<file path="src/rtl/commodity_pkg.sv">
// Shared commodity pricing constants: price table, sum widths and the
// subset-finder state encoding used by the pricing and inverse-pricing paths.
package commodity_pkg;

   localparam int PRICE_W    = 5;
   localparam int SUM_W      = 6;
   localparam int NUM_PRICES = 6;

   // Entry 0 is the rightmost element of the concatenation.
   localparam logic [NUM_PRICES-1:0][PRICE_W-1:0] PRICE_TABLE =
      {5'd5, 5'd4, 5'd10, 5'd3, 5'd8, 5'd2};

   typedef enum logic [1:0] {
      IDLE   = 2'd0,
      SEARCH = 2'd1,
      DONE   = 2'd2
   } state_t;

   function automatic logic [SUM_W-1:0] PRICE_TOTAL(input int n);
      logic [SUM_W-1:0] total;
      total = {SUM_W{1'b0}};
      for (int i = 0; i < NUM_PRICES; i++) begin
         if (i < n) begin
            total = total + SUM_W'(PRICE_TABLE[i]);
         end else begin
            total = total;
         end
      end
      return total;
   endfunction

endpackage

</file>
<file path="src/rtl/commodity_price_sum.sv">
// Combinational total of the table prices selected by a commodity mask.
module commodity_price_sum
   import commodity_pkg::*;
#(
   parameter int N = 6
) (
   input  logic [N-1:0]     mask,
   output logic [SUM_W-1:0] sum
);

   // Add the price of every selected commodity; the full table fits SUM_W.
   always_comb begin
      sum = {SUM_W{1'b0}};
      for (int j = 0; j < N; j++) begin
         if (mask[j]) begin
            sum = sum + SUM_W'(PRICE_TABLE[j]);
         end else begin
            sum = sum;
         end
      end
   end

endmodule

</file>
<file path="src/rtl/commodity_subset_finder.sv">
// Searches commodity masks in ascending order for the first whose price
// total equals the requested target; one candidate evaluated per cycle.
module commodity_subset_finder
   import commodity_pkg::*;
#(
   parameter int N = 6
) (
   input  logic             clk,
   input  logic             rst_n,
   input  logic             start,
   input  logic [5:0]       target,
   output logic             busy,
   output logic             done,
   output logic             found,
   output logic [N-1:0]     mask
);

   localparam logic [SUM_W-1:0] TOTAL_PRICE = PRICE_TOTAL(N);
   localparam logic [N-1:0]     CAND_MAX    = {N{1'b1}};
   localparam logic [N-1:0]     CAND_ONE    = N'(1'b1);

   state_t           state_r;
   logic [N-1:0]     cand_r;
   logic [SUM_W-1:0] target_r;
   logic             reject_r;
   logic [SUM_W-1:0] sum_s;

   commodity_price_sum #(.N(N)) u_price_sum (
      .mask (cand_r),
      .sum  (sum_s)
   );

   // Search FSM with candidate counter, latched target and registered results.
   // An over-total target spends one idle cycle in reject_r so the reject
   // result lands one cycle after the start edge without raising busy.
   always_ff @(posedge clk or negedge rst_n) begin
      if (!rst_n) begin
         state_r  <= IDLE;
         cand_r   <= {N{1'b0}};
         target_r <= {SUM_W{1'b0}};
         reject_r <= 1'b0;
         busy     <= 1'b0;
         done     <= 1'b0;
         found    <= 1'b0;
         mask     <= {N{1'b0}};
      end else begin
         case (state_r)
            IDLE: begin
               if (reject_r) begin
                  reject_r <= 1'b0;
                  state_r  <= DONE;
                  done     <= 1'b1;
                  found    <= 1'b0;
                  mask     <= {N{1'b0}};
               end else if (start) begin
                  if (target > TOTAL_PRICE) begin
                     reject_r <= 1'b1;
                  end else begin
                     target_r <= target;
                     cand_r   <= {N{1'b0}};
                     busy     <= 1'b1;
                     state_r  <= SEARCH;
                  end
               end else begin
                  state_r <= IDLE;
               end
            end
            SEARCH: begin
               if (sum_s == target_r) begin
                  state_r <= DONE;
                  busy    <= 1'b0;
                  done    <= 1'b1;
                  found   <= 1'b1;
                  mask    <= cand_r;
               end else if (cand_r == CAND_MAX) begin
                  state_r <= DONE;
                  busy    <= 1'b0;
                  done    <= 1'b1;
                  found   <= 1'b0;
                  mask    <= {N{1'b0}};
               end else begin
                  cand_r <= cand_r + CAND_ONE;
               end
            end
            DONE: begin
               state_r <= IDLE;
               done    <= 1'b0;
            end
            default: begin
               state_r  <= IDLE;
               reject_r <= 1'b0;
               busy     <= 1'b0;
               done     <= 1'b0;
            end
         endcase
      end
   end

endmodule

</file>
<file path="config.mk">
export PLATFORM = sky130hd
export DESIGN_NAME = commodity_subset_finder
export DESIGN_NICKNAME = d
export VERILOG_FILES = /design/src/rtl/commodity_pkg.sv /design/src/rtl/commodity_price_sum.sv /design/src/rtl/commodity_subset_finder.sv
export SDC_FILE = /design/constraint.sdc
export NUM_CORES = 1
export LEC_CHECK = 0
export BUFFER_PORTS_ARGS = -buffer_cell sky130_fd_sc_hd__buf_2
export CORE_ASPECT_RATIO = 0.5
export CORE_MARGIN = 3
export CORE_UTILIZATION = 40
export CTS_CLUSTER_DIAMETER = 120
export CTS_CLUSTER_SIZE = 28
export DETAILED_ROUTE_END_ITERATION = 10
export HOLD_SLACK_MARGIN = 0.12
export SLEW_MARGIN = 10
export SYNTH_ARGS = -nofsm -noshare
export SYNTH_HDL_FRONTEND = slang
export SYNTH_HIERARCHICAL = 1
export SYNTH_SLANG_ARGS = --single-unit
</file>
<file path="constraint.sdc">
create_clock -name clk -period 9.1 [get_ports clk]
set_input_delay 0.455 -clock clk [delete_from_list [all_inputs] [get_ports clk]]
set_output_delay 0.455 -clock clk [all_outputs]
set_load 0.005 [all_outputs]
</file>
Yosys cells after proc, flatten, opt, wreduce, memory -nomap -nowiden
Index checks and enable logic that the tools add are counted.
{"block": "totals", "ff_bits": 24}
{"block": "classes", "addsub": 6, "magnitude_cmp": 1, "eq_ne": 12, "muxes": 39, "n_bitwise": 3, "n_reduce_logical": 9}
{"operator": "$mux W6", "count": 13}
{"operator": "$pmux W6 S2", "count": 2}
{"operator": "$mux W1", "count": 13}
{"operator": "$add A6 B3 Y6 const B", "count": 2}
{"operator": "$mux W2", "count": 6}
{"operator": "$ne A2 B2 Y1 const B", "count": 6}
{"operator": "$add A6 B1 Y6 const B", "count": 1}
{"operator": "$add A6 B2 Y6 const B", "count": 1}
{"operator": "$add A6 B4 Y6 const B", "count": 1}
{"operator": "$eq A6 B6 Y1", "count": 1}
{"operator": "$eq A6 B6 Y1 const B", "count": 1}
{"operator": "$gt A6 B6 Y1 const B", "count": 1}
{"operator": "$pmux W1 S2", "count": 3}
{"operator": "$reduce_and A6 Y1", "count": 1}
{"operator": "$add A2 B4 Y5 const B", "count": 1}
{"operator": "$reduce_and A5 Y1", "count": 1}
{"operator": "$ne A4 B4 Y1 const B", "count": 1}
{"operator": "$pmux W2 S2", "count": 1}
{"operator": "$reduce_and A2 Y1", "count": 2}
{"operator": "$reduce_and A4 Y1", "count": 1}
{"operator": "$ne A3 B3 Y1 const B", "count": 1}
{"operator": "$not A1 Y1", "count": 3}
{"operator": "$pmux W1 S3", "count": 1}
{"operator": "$reduce_and A3 Y1", "count": 1}
{"operator": "5 further kinds", "count": 5}

Depth between registers and ports, before layout
{"block": "depth", "word_depth": 14, "ltp_mapped": 15}

Cells and area by module
Netlist, hierarchy kept.
{"mod": "commodity_subset_finder", "n_inst": 1, "cells_each": 118, "area_each_um2": 1273.7, "seq_area_each_um2": 600.6}
{"mod": "commodity_price_sum", "n_inst": 1, "cells_each": 34, "area_each_um2": 290.3, "seq_area_each_um2": 0.0}

Least setup slack after synthesis
OpenSTA, ideal clock, no wires.
{"block": "synth_timing", "kind": "register to register", "startpoint": "register cand_r[2]", "endpoint": "register mask[4]", "setup_time_ns": 0.121, "arrival_ns": 2.993, "t_required_ns": 8.979, "setup_slack_ns": 5.986, "stages_incl_launch_ff": 15, "n_path_buf": 0, "synth_period_minus_slack_ns": 3.114, "path_cell_list": "dfrtp_1 -> inv_1 -> ha_1 -> a21boi_4 -> xor2_2 -> ha_1 -> nand2_1 -> xor2_1 -> nand2_1 -> o21ai_0 -> xnor2_1 -> nand4_1 -> o211ai_1 -> nand2_1 -> a22o_1"}
{"block": "synth_between", "elab_chain_len": 10, "word_cells_on_any_way": 13}
{"item": "from (decl)", "line_no": "commodity_subset_finder.sv:23", "source": "logic [N-1:0] cand_r;"}
{"item": "from (signal assigned)", "line_no": "commodity_subset_finder.sv:39", "source": "cand_r <= {N{1'b0}};"}
{"item": "from (signal assigned)", "line_no": "commodity_subset_finder.sv:60", "source": "cand_r <= {N{1'b0}};"}
{"item": "from (signal assigned)", "line_no": "commodity_subset_finder.sv:82", "source": "cand_r <= cand_r + CAND_ONE;"}
{"item": "$mux W6 (*)", "line_no": "commodity_price_sum.sv:15", "source": "if (mask[j]) begin"}
{"item": "$add A6 B4 Y6", "line_no": "commodity_price_sum.sv:16", "source": "sum = sum + SUM_W'(PRICE_TABLE[j]);"}
{"item": "$mux W6 (*)", "line_no": "commodity_price_sum.sv:15"}
{"item": "$add A6 B3 Y6", "line_no": "commodity_price_sum.sv:16"}
{"item": "$mux W6 (*)", "line_no": "commodity_price_sum.sv:15"}
{"item": "$add A6 B3 Y6", "line_no": "commodity_price_sum.sv:16"}
{"item": "$mux W6 (*)", "line_no": "commodity_price_sum.sv:15"}
{"item": "via sum_s[5]", "line_no": "commodity_subset_finder.sv:26", "source": "logic [SUM_W-1:0] sum_s;"}
{"item": "$eq A6 B6 Y1 (*)", "line_no": "commodity_subset_finder.sv:69", "source": "if (sum_s == target_r) begin"}
{"item": "$ne A3 B3 Y1 (no source line) / $mux W6 (equally long branches)"}
{"item": "$reduce_and A3 Y1 (no source line) / $pmux W6 S2 (equally long branches)"}
{"item": "to (signal assigned)", "line_no": "commodity_subset_finder.sv:54", "source": "mask <= {N{1'b0}};"}
{"item": "to (signal assigned)", "line_no": "commodity_subset_finder.sv:74", "source": "mask <= cand_r;"}
{"item": "to (signal assigned)", "line_no": "commodity_subset_finder.sv:80", "source": "mask <= {N{1'b0}};"}
{"item": "to (decl)", "line_no": "commodity_subset_finder.sv:15", "source": "output logic [N-1:0] mask"}
Mark *: on every way through the listed nets, which the timed path passes. The rest lies on a longest branch.
A chain may end at the register's enable or synchronous reset.

Worst setup path in the final report
{"block": "layout_timing", "startpoint": "register cand_r[2]", "endpoint": "register mask[2]"}
The elaborated chain is that of the path after synthesis.

==> results.json <==
{
  "grt_pass1_wl_mm": 5.39,
  "reg2reg_depth": 14,
  "synth_xor_area_frac": 0.0888,
  "synthCells": 152,
  "coreArea_um2": 3580,
  "max_slew_margin": 0.507,
  "cp_common_cell": "nand2_1",
  "grt-ovfl-total": 0,
  "drcViolationCount": 0,
  "ir_drop_uv": 108,
  "synth_top_family_by_area": "simple AND/OR/NAND/NOR gates",
  "grt_pass1_vias": 1109,
  "clock_sinks": 24,
  "rows": 15,
  "pin_count": 18,
  "setup_violations": 0,
  "vias": 1156,
  "post_cts_buffers": 0,
  "rsz0062_at_grt": "false",
  "critical_path_class": "flip-flop to flip-flop",
  "crit_slowest_cell": "dfrtp_1",
  "synthMuxAreaShare": 0.0656,
  "endpoint_kind": "flip-flop",
  "wirelength_mm": 3.08,
  "fin_util": 0.484,
  "rrSetupSlack_ps": 5460,
  "period_share": 0.400,
  "powerDensity_nw_per_um2": 233,
  "yosysSeqAreaShare": 0.384,
  "synth-seq-cells": 24,
  "leakage_nw": 0.772,
  "wl_per_cell_um": 14.0,
  "crit_required_ps": 9250,
  "final_common_cell": "dfrtp_1",
  "die_area_um2": 4740,
  "gp_congestion": 0.786,
  "tightest_slew_ps": 734,
  "start_util": 0.436,
  "die_h_um": 50.2,
  "fmax_mhz": 275,
  "place_hpwl_mm": 2.30,
  "worst_setup_path_start_kind": "flip-flop",
  "clkTransAtPathRegs_ps": 80,
  "wl_met3_um": 126,
  "yosysWarnings": 6,
  "area_growth_pct": 11.0,
  "io_buffers": 17,
  "cpPeakStageDelay_ps": 540,
  "synth_compound_gate_area_share": 0.151,
  "hold_slack_ps": 159,
  "htreeDepth": 1,
  "ctsLongestPathBuffers": 2,
  "cts_root_buf": "clkbuf_8",
  "synthesis.nets": 169,
  "dr.pass1.iters": 4,
  "min-delay-path-class": "input port to asynchronous set/reset pin",
  "synthSimpleGateAreaFrac": 0.220,
  "final_cell_mix": "dfrtp_1, buf_2, nand2_1",
  "crit_buf_inv": 1,
  "grt_start_max_net_pins": 25,
  "cts_tree": "done",
  "nNetsFinal": 188,
  "antenna_cells": 0,
  "ys_types": 39,
  "skew_ps": 5.13,
  "maxCapViolCount": 0,
  "worstPathMaxFanout": 11,
  "synth_adder_area_share": 0.0640,
  "r2r_start": "cand_r[2]",
  "cp_cell_sequence": "inv_1, ha_1, a21boi_4, xor2_2, ha_1, nand2_1, xor2_1, nand2_1, o21ai_0, xnor2_1, nand4_1, o211ai_1, nand2_1, a22o_1",
  "numCtsBuffers": 3,
  "min_period_ps": 3640,
  "ant_nets": 0,
  "arrival_ps": 3790,
  "grt_antenna_before_repair": 0,
  "status": "finished, final reports clean",
  "tns_ps": 0,
  "dr_wl_met2_mm": 1.24,
  "syn_area_per_cell_um2": 10.3,
  "m1WireLength_mm": 1.70,
  "r2r-end": "mask[2]",
  "post_drt_via_cell_ratio": 5.25,
  "drive_gt1_frac": 0.219,
  "path_delay_family": "compound AO/OA/AOI/OAI gates",
  "drt_iter0_drc": 42,
  "synth_area_um2": 1560,
  "clock_latency_ps": 260,
  "top_layer": "met4",
  "hold_violations": 0,
  "ctsHoldBuffers": 0,
  "slew_viol_final": 0,
  "grt_usage": 0.143,
  "dieWidth_um": 94.4,
  "cts_resized": 0
}
==> stage by stage <==
| step | cells | setup WS (ps) | area (um^2) | power [W] |
|---|---|---|---|---|
| finish | 220 | 5460 | 1740 | 0.000404 |
| global route | 220 | 5170 | 1740 | 0.000441 |
| CTS | 220 | 5240 | 1740 | 0.000407 |
| detailed placement | 217 | 5290 | 1690 | 0.000346 |
| global placement | 217 | 5430 | 1690 | 0.000345 |
| floorplan | 152 | 5990 | 1560 | 0.000300 |
==> metal layers <==
layer | vias up | GRT usage
met5 | - | 0
met4 | 0 | 0.0216
met3 | 2 | 0.0329
met2 | 17 | 0.209
met1 | 550 | 0.218
li1 | 587 | -
==> layout make-up <==
class	instances	area (um^2)
Clock buffer	3	41.3
Fill cell	359	1850
Inverter	6	22.5
Multi-Input combinational cell	119	922
Sequential cell	24	601
Tap cell	51	63.8
Timing Repair Buffer	17	85.1
==> sequential cells by signal, indices dropped and copies added (netlist names) <==
register	flops
cand_r	6
mask	6
target_r	6
state_r	2
busy	1
done	1
found	1
reject_r	1
==> report_power, final <==
group	internal (W)	switching, W	total (W)
logic	0.0000800	0.000102	0.000182
registers	0.000134	0.0000260	0.000160
clock network	0.0000295	0.0000315	0.0000611
==> kinds of logic (layout without fill, tap and decap cells) <==
| kind of cell | after synthesis | in the layout |
|---|---|---|
| AND/OR/NAND/NOR | 55 | 55 |
| AO/OA/AOI/OAI | 32 | 32 |
| flip-flops | 24 | 24 |
| XOR/XNOR | 15 | 15 |
| multiplexers | 9 | 9 |
| buffers and inverters | 9 | 26 |
| adder cells (fa/ha/maj) | 8 | 8 |
==> cells in the mapped netlist, drive strengths merged <==
library cell | instances | area share
ha | 8 | 0.064
dfrtp | 24 | 0.38
a21boi | 2 | 0.017
o21ai | 5 | 0.016
nand2b | 2 | 0.0080
mux2 | 7 | 0.050
nor2 | 8 | 0.019
or4b | 1 | 0.0064
or2b | 1 | 0.0048
buf | 1 | 0.0072
a21oi | 7 | 0.025
clkbuf | 2 | 0.0048
and2 | 2 | 0.0096
nand2 | 15 | 0.036
nand3 | 8 | 0.026
xnor2 | 9 | 0.050
a21o | 3 | 0.014
and3 | 1 | 0.0040
a22o | 7 | 0.039
nor3b | 1 | 0.0080
and4bb | 1 | 0.0080
nor2b | 4 | 0.016
nand4 | 2 | 0.0080
nor4 | 1 | 0.0080
nor4b | 2 | 0.030
or4 | 4 | 0.019
or3 | 1 | 0.0040
mux2i | 2 | 0.015
xor2 | 6 | 0.038
o211ai | 6 | 0.029
o311ai | 1 | 0.0056
nand3b | 1 | 0.0048
o2111ai | 1 | 0.0056
inv | 6 | 0.014
==> worst max-delay path by stage <==
| stage | startpoint | end | slack (ps) | cells after the start |
|---|---|---|---|---|
| 6_report | cand_r[2] | mask[2] | 5460 | 14 |
| 5_1_grt | cand_r[2] | mask[0] | 5170 | 14 |
| 4_1_cts | cand_r[2] | cand_r[5] | 5240 | 14 |
| 3_5_place_dp | cand_r[2] | cand_r[5] | 5290 | 14 |
| 3_3_place_gp | cand_r[2] | cand_r[5] | 5430 | 14 |
| 2_1_floorplan | cand_r[2] | mask[4] | 5990 | 14 |
No activity file was read; power rests on OpenSTA's default activity.
